**config.mk**
```make
export PLATFORM = sky130hd
export DESIGN_NAME = uart_ocd_loader
export DESIGN_NICKNAME = d
export VERILOG_FILES = /design/src/rtl/uart_ocd_loader.sv
export SDC_FILE = /design/constraint.sdc
export NUM_CORES = 1
export LEC_CHECK = 0
export CAP_MARGIN = 20
export CORE_ASPECT_RATIO = 1.75
export CORE_MARGIN = 3
export CORE_UTILIZATION = 35
export DETAILED_ROUTE_END_ITERATION = 10
export GPL_ROUTABILITY_DRIVEN = 1
export PLACE_DENSITY = 0.52
export RECOVER_POWER = 100
export SYNTH_ARGS = -nofsm -noshare
export SYNTH_HDL_FRONTEND = slang
export SYNTH_SLANG_ARGS = --single-unit
```
**constraint.sdc**
```tcl
create_clock -name clk -period 6.35 [get_ports clk]
set_input_delay 0.9525 -clock clk [delete_from_list [all_inputs] [get_ports clk]]
set_output_delay 0.9525 -clock clk [all_outputs]
set_load 0.01 [all_outputs]
```
**src/rtl/uart_ocd_loader.sv**
```systemverilog
// uart_ocd_loader
// Serial (8N1) command receiver that loads words into the RV2T MCU memory
// through the on-chip-debugger write port, and launches the core with a boot PC.
// Frame: 5A <cmd> <addr[7:0]..addr[31:24]> <data[7:0]..data[31:24]>
//   cmd 01 = WRITE word, cmd 02 = START at addr.
`timescale 1ns/1ps

module uart_ocd_loader #(
  parameter int BAUD_DIV      = 434,  // clocks per UART bit, must be >= 8
  parameter int MEM_ADDR_BITS = 16,   // word-address width of the MCU memory
  parameter int XLEN          = 32,   // data word width
  parameter int PC_BITWIDTH   = 32    // boot PC width
) (
  input  logic                     clk,
  input  logic                     reset,
  input  logic                     RXD,
  output logic                     ocd_write_enable,
  output logic [MEM_ADDR_BITS-1:0] ocd_rw_addr,
  output logic [XLEN-1:0]          ocd_write_word,
  output logic                     start,
  output logic [PC_BITWIDTH-1:0]   start_address,
  output logic                     frame_error,
  output logic                     busy
);

  localparam int CW = (BAUD_DIV > 1) ? $clog2(BAUD_DIV) : 1;
  localparam logic [CW-1:0] HALF_LOAD = CW'(BAUD_DIV / 2 - 1);
  localparam logic [CW-1:0] FULL_LOAD = CW'(BAUD_DIV - 1);

  localparam logic [7:0] SYNC_BYTE = 8'h5A;
  localparam logic [7:0] CMD_WRITE = 8'h01;
  localparam logic [7:0] CMD_START = 8'h02;

  typedef enum logic [1:0] {R_IDLE, R_START, R_DATA, R_STOP} rx_state_t;
  typedef enum logic [1:0] {P_SYNC, P_CMD, P_ADDR, P_DATA} p_state_t;

  // ---------------------------------------------------------------------------
  // Receiver registers
  logic          r_rxd_meta;
  logic          r_rxd_sync;
  rx_state_t     r_rx_state;
  logic [CW-1:0] r_bit_cnt;
  logic [2:0]    r_bit_idx;
  logic [7:0]    r_rx_shift;
  logic          r_byte_valid;
  logic          r_frame_error;

  // Parser registers
  p_state_t                 r_p_state;
  logic [1:0]               r_byte_idx;
  logic                     r_is_start;
  logic [31:0]              r_addr;
  logic [31:0]              r_data;
  logic                     r_we;
  logic [MEM_ADDR_BITS-1:0] r_rw_addr;
  logic [XLEN-1:0]          r_write_word;
  logic                     r_start;
  logic [PC_BITWIDTH-1:0]   r_start_address;

  // Little-endian assembly: each new byte enters at the top and older bytes
  // move down, so after four bytes the first one sits in [7:0].
  logic [31:0] w_addr_full;
  logic [31:0] w_data_full;
  assign w_addr_full = {r_rx_shift, r_addr[31:8]};
  assign w_data_full = {r_rx_shift, r_data[31:8]};

  // Two-stage synchronizer for the asynchronous RXD line (idles high)
  always_ff @(posedge clk or posedge reset) begin
    if (reset) begin
      r_rxd_meta <= 1'b1;
      r_rxd_sync <= 1'b1;
    end else begin
      r_rxd_meta <= RXD;
      r_rxd_sync <= r_rxd_meta;
    end
  end

  // 8N1 receiver: mid-bit sampling driven by a down-counter that expires at 0
  always_ff @(posedge clk or posedge reset) begin
    if (reset) begin
      r_rx_state    <= R_IDLE;
      r_bit_cnt     <= '0;
      r_bit_idx     <= '0;
      r_rx_shift    <= '0;
      r_byte_valid  <= 1'b0;
      r_frame_error <= 1'b0;
    end else begin
      r_byte_valid  <= 1'b0;
      r_frame_error <= 1'b0;
      case (r_rx_state)
        R_IDLE: begin
          if (!r_rxd_sync) begin
            r_rx_state <= R_START;
            r_bit_cnt  <= HALF_LOAD;
          end
        end
        R_START: begin
          if (r_bit_cnt == '0) begin
            if (!r_rxd_sync) begin
              r_rx_state <= R_DATA;
              r_bit_cnt  <= FULL_LOAD;
              r_bit_idx  <= '0;
            end else begin
              // line went back high before mid-start: glitch, not a character
              r_rx_state <= R_IDLE;
            end
          end else begin
            r_bit_cnt <= r_bit_cnt - CW'(1);
          end
        end
        R_DATA: begin
          if (r_bit_cnt == '0) begin
            r_rx_shift <= {r_rxd_sync, r_rx_shift[7:1]};
            r_bit_cnt  <= FULL_LOAD;
            if (r_bit_idx == 3'd7) begin
              r_rx_state <= R_STOP;
            end else begin
              r_bit_idx <= r_bit_idx + 3'd1;
            end
          end else begin
            r_bit_cnt <= r_bit_cnt - CW'(1);
          end
        end
        R_STOP: begin
          if (r_bit_cnt == '0) begin
            // leave immediately so a start bit right after the stop is caught
            if (r_rxd_sync) r_byte_valid  <= 1'b1;
            else            r_frame_error <= 1'b1;
            r_rx_state <= R_IDLE;
          end else begin
            r_bit_cnt <= r_bit_cnt - CW'(1);
          end
        end
        default: r_rx_state <= R_IDLE;
      endcase
    end
  end

  // Command parser: consumes received bytes and issues writes / start requests
  always_ff @(posedge clk or posedge reset) begin
    if (reset) begin
      r_p_state       <= P_SYNC;
      r_byte_idx      <= '0;
      r_is_start      <= 1'b0;
      r_addr          <= '0;
      r_data          <= '0;
      r_we            <= 1'b0;
      r_rw_addr       <= '0;
      r_write_word    <= '0;
      r_start         <= 1'b0;
      r_start_address <= '0;
    end else begin
      r_we <= 1'b0;
      if (r_frame_error) begin
        // a corrupted character poisons the whole frame
        r_p_state  <= P_SYNC;
        r_byte_idx <= '0;
      end else if (r_byte_valid) begin
        case (r_p_state)
          P_SYNC: begin
            if (r_rx_shift == SYNC_BYTE) r_p_state <= P_CMD;
          end
          P_CMD: begin
            if (r_rx_shift == CMD_WRITE || r_rx_shift == CMD_START) begin
              r_is_start <= (r_rx_shift == CMD_START);
              r_byte_idx <= '0;
              r_p_state  <= P_ADDR;
            end else begin
              r_p_state <= P_SYNC;
            end
          end
          P_ADDR: begin
            r_addr     <= w_addr_full;
            r_byte_idx <= r_byte_idx + 2'd1;
            if (r_byte_idx == 2'd3) r_p_state <= P_DATA;
          end
          P_DATA: begin
            r_data     <= w_data_full;
            r_byte_idx <= r_byte_idx + 2'd1;
            if (r_byte_idx == 2'd3) begin
              r_p_state <= P_SYNC;
              if (r_is_start) begin
                // start is sticky; data bytes of a START are don't-care
                r_start         <= 1'b1;
                r_start_address <= r_addr[PC_BITWIDTH-1:0];
              end else begin
                r_we         <= 1'b1;
                r_rw_addr    <= r_addr[MEM_ADDR_BITS+1:2];
                r_write_word <= XLEN'(w_data_full);
              end
            end
          end
          default: r_p_state <= P_SYNC;
        endcase
      end
    end
  end

  assign ocd_write_enable = r_we;
  assign ocd_rw_addr      = r_rw_addr;
  assign ocd_write_word   = r_write_word;
  assign start            = r_start;
  assign start_address    = r_start_address;
  assign frame_error      = r_frame_error;
  // decoded from the parser state register only
  assign busy             = (r_p_state != P_SYNC);

endmodule

```
==> flow_summary.yaml <==
logic_synthesis:
  ys_ff_latch: 169
  async_flop_share_pct: 100
  synth_top_cells_by_area: "dfrtp_1, mux2_2, nand2_1, ha_1, buf_2"
  synth_top_area_share_pct: 61.5
  synth_area_leader_cell: "dfrtp_1"
  syn_avg_cell_area_um2: 13.2
  synthCells: 514
  yosysWarningCount: 0
  syn_nets: 526
  syn_area_mm2: 0.00680
  synth_cell_types: 49
  synth_edf_count: 0
  synthFlopType: "dfrtp_1"
  ys_seq_area_share_pct: 62.2
power_and_ir_drop:
  seqPwrFrac_pct: 50.9
  power_switching_mw: 0.436
  internal_power_mw: 1.68
  p_sw_share_pct: 20.6
  peakVddDrop_mv: 0.155
  clkPwrFrac_pct: 47.9
  pwr-share-comb_pct: 1.2
  leakage_nw: 4.42
  power_density_mw_per_mm2: 250
timing:
  final_max_slew_viol_count: 160
  fin_tns_setup_ns: 0
  period_needed_ns: 4.33
  rsz0062_at_grt: "false"
  fmax_ghz: 0.231
  holdWs_ns: 0.357
  relSlewSlack_pct: -83.6
  hold_violations: 0
  setup_viol: 0
  fin_worst_skew_ns: 0.0215
  fin_crit_sh_pct: 68.2
  post-route-worst-setup-slack_ns: 2.02
  tightest_slew_ns: 2.75
floorplanning:
  dieHeight_um: 190
  rows: 66
  fp.coreArea_mm2: 0.0188
  die_x_um: 111
  initial_core_util_pct: 36.1
  ios: 87
  dieArea_mm2: 0.0212
route:
  wl_per_cell_um: 16.5
  antenna_left: 0
  drt-total-wl_um: 14100
  route.detailed.drc: 0
  via_count: 4261
  first_iter_violations: 175
  vias_per_cell: 4.98
  first_pass_iters: 5
clock_tree:
  cts_tree: "built"
  htreeDepth: 4
  post_cts.repair.setup_buffers: 0
  clk_pin_slew_worst_paths_ns: 0.08
  cts_buffers: 17
  clock_path_buffers: 2
  postCtsHoldBufs: 0
  insertion_delay_ns: 0.43
  post_cts_resized: 0
  cts_sinks: 169
  root_buffer: "clkbuf_16"
worst_setup_path:
  worstPathRequired_ns: 6.64
  cp_max_fo: 33
  crit_path_end_kind: "flop"
  path_class: "flop to flop"
  rrSetupSlack_ns: 2.02
  start_kind: "flop"
  arrival_ns: 4.62
cells_and_area:
  layout-drive-gt1-share_pct: 25.7
  final_nets: 617
  area_growth_pct: 24.7
  diodes: 0
global_routing:
  grt_pass1_wl_um: 23400
  grt_use_total_pct: 13.8
  grt_overflow: 0
  grt_start_max_net_pins: 113
  grt_pass1_vias: 4467
  antenna_found_initial: 0
run_status:
  outcome: "finished, violations left"
  violations: "capacitance limit, slew limit"
placed_design:
  hpwl_um: 9750
  portBuffers: 86
  gp_congestion: 0.820
  place_ws_ns: 3.28
hold_path:
  hold_class: "flop to flop"
run:
  maxCapViolCount: 5
metal layers:
| metal | vias to the layer above | GRT usage [%] | part of all wire, % |
|---|---|---|---|
| li1 | 1980 | - | - |
| met1 | 2154 | 15.4 | 40 |
| met2 | 98 | 24.6 | 54 |
| met3 | 29 | 3.24 | 3.9 |
| met4 | 0 | 6.65 | 2.6 |
| met5 | - | 0 | 0 |
logic make-up (layout without fill, tap and decap cells):
logic type / Yosys count / in the layout / synth area share, %
simple gates: 132 / 132 / 8.87
mux: 124 / 124 / 20.5
fa+ha+maj: 9 / 9 / 1.66
xor+xnor: 1 / 1 / 0.129
buf+inv: 35 / 139 / 2.21
flops: 169 / 169 / 62.2
compound gates: 44 / 44 / 4.38
power by group through the flow:
stage	Sequential [mW]	Combinational [mW]	Clock (mW)
2_1_floorplan	1.10	0.0164	0
3_3_place_gp	1.10	0.0243	0
3_5_place_dp	1.10	0.0253	0
4_1_cts	1.08	0.0254	1.05
5_1_grt	1.08	0.0295	1.09
6_report	1.08	0.0246	1.02
worst paths after layout:
kind | start | endpoint | cells after the start
hold reg to reg | r_rxd_meta | r_rxd_sync | 0
setup / recovery | frame_error | start_address[14] | 5
min in group asynchronous | reset | r_rx_shift[3] | 2
setup reg to reg | frame_error | start_address[14] | 5
hold / removal | r_rxd_meta | r_rxd_sync | 0
max in group asynchronous | reset | r_data[9] | 4
worst max-delay path, cell delays in order (launching register included):
cell and delay (ns):
dfrtp_1 0.45, nand4b_1 0.14, clkbuf_1 0.81, clkinv_1 0.90, nand3_1 1.43, mux2_2 0.44
placed cells by master, fill, tap and decap left out, types with 3 or more instances in the layout:
| cell | instances |
|---|---|
| nor2_1 | 10 |
| a31oi_1 | 4 |
| clkinvlp_4 | 3 |
| dfrtp_1 | 167 |
| nand3_1 | 7 |
| dlygate4sd3_1 | 86 |
| nor3_1 | 7 |
| o21ai_0 | 9 |
| clkbuf_16 | 17 |
| mux2_2 | 122 |
| a211oi_1 | 4 |
| o41ai_1 | 4 |
| clkinv_4 | 4 |
| inv_1 | 13 |
| ha_1 | 9 |
| clkbuf_1 | 6 |
| nand2_1 | 87 |
| a21oi_1 | 10 |
Yosys cell counts, types with 3 or more instances:
| master | count |
|---|---|
| a211oi_1 | 3 |
| o21ai_0 | 9 |
| nor3_1 | 7 |
| buf_2 | 12 |
| o41ai_1 | 4 |
| clkbuf_1 | 6 |
| ha_1 | 9 |
| dfrtp_1 | 167 |
| mux2_2 | 122 |
| a21oi_1 | 10 |
| nand3_1 | 7 |
| nor2_1 | 10 |
| a31oi_1 | 4 |
| inv_1 | 14 |
| nand2_1 | 87 |
final cells by class:
class / instances / area, um^2
tap: 238 / 298
clock inverter: 10 / 123
timing repair buffer: 92 / 912
sequential: 169 / 4230
inverter: 15 / 57.6
clock buffer: 22 / 464
multi-input combinational: 310 / 2390
fill: 1753 / 10400
metrics by stage:
stage | instances | utilization, % | area (um^2) | total power [mW]
finish | 856 | 45.0 | 8480 | 2.12
floorplan | 514 | - | 6800 | 1.11
global placement | 823 | 42.1 | 7920 | 1.12
global route | 856 | 45.0 | 8480 | 2.19
CTS | 855 | 45.2 | 8510 | 2.15
detailed placement | 823 | 42.1 | 7920 | 1.12
state kept, by name (all words and copies together) (netlist names), 2 cells and up, named ones only:
name	count
r_bit_cnt	9
ocd_rw_addr	16
r_byte_idx	2
start_address	32
r_rx_shift	8
r_p_state	2
r_bit_idx	3
r_data	24
ocd_write_word	32
r_addr	32
No activity file was read; power rests on OpenSTA's default activity.
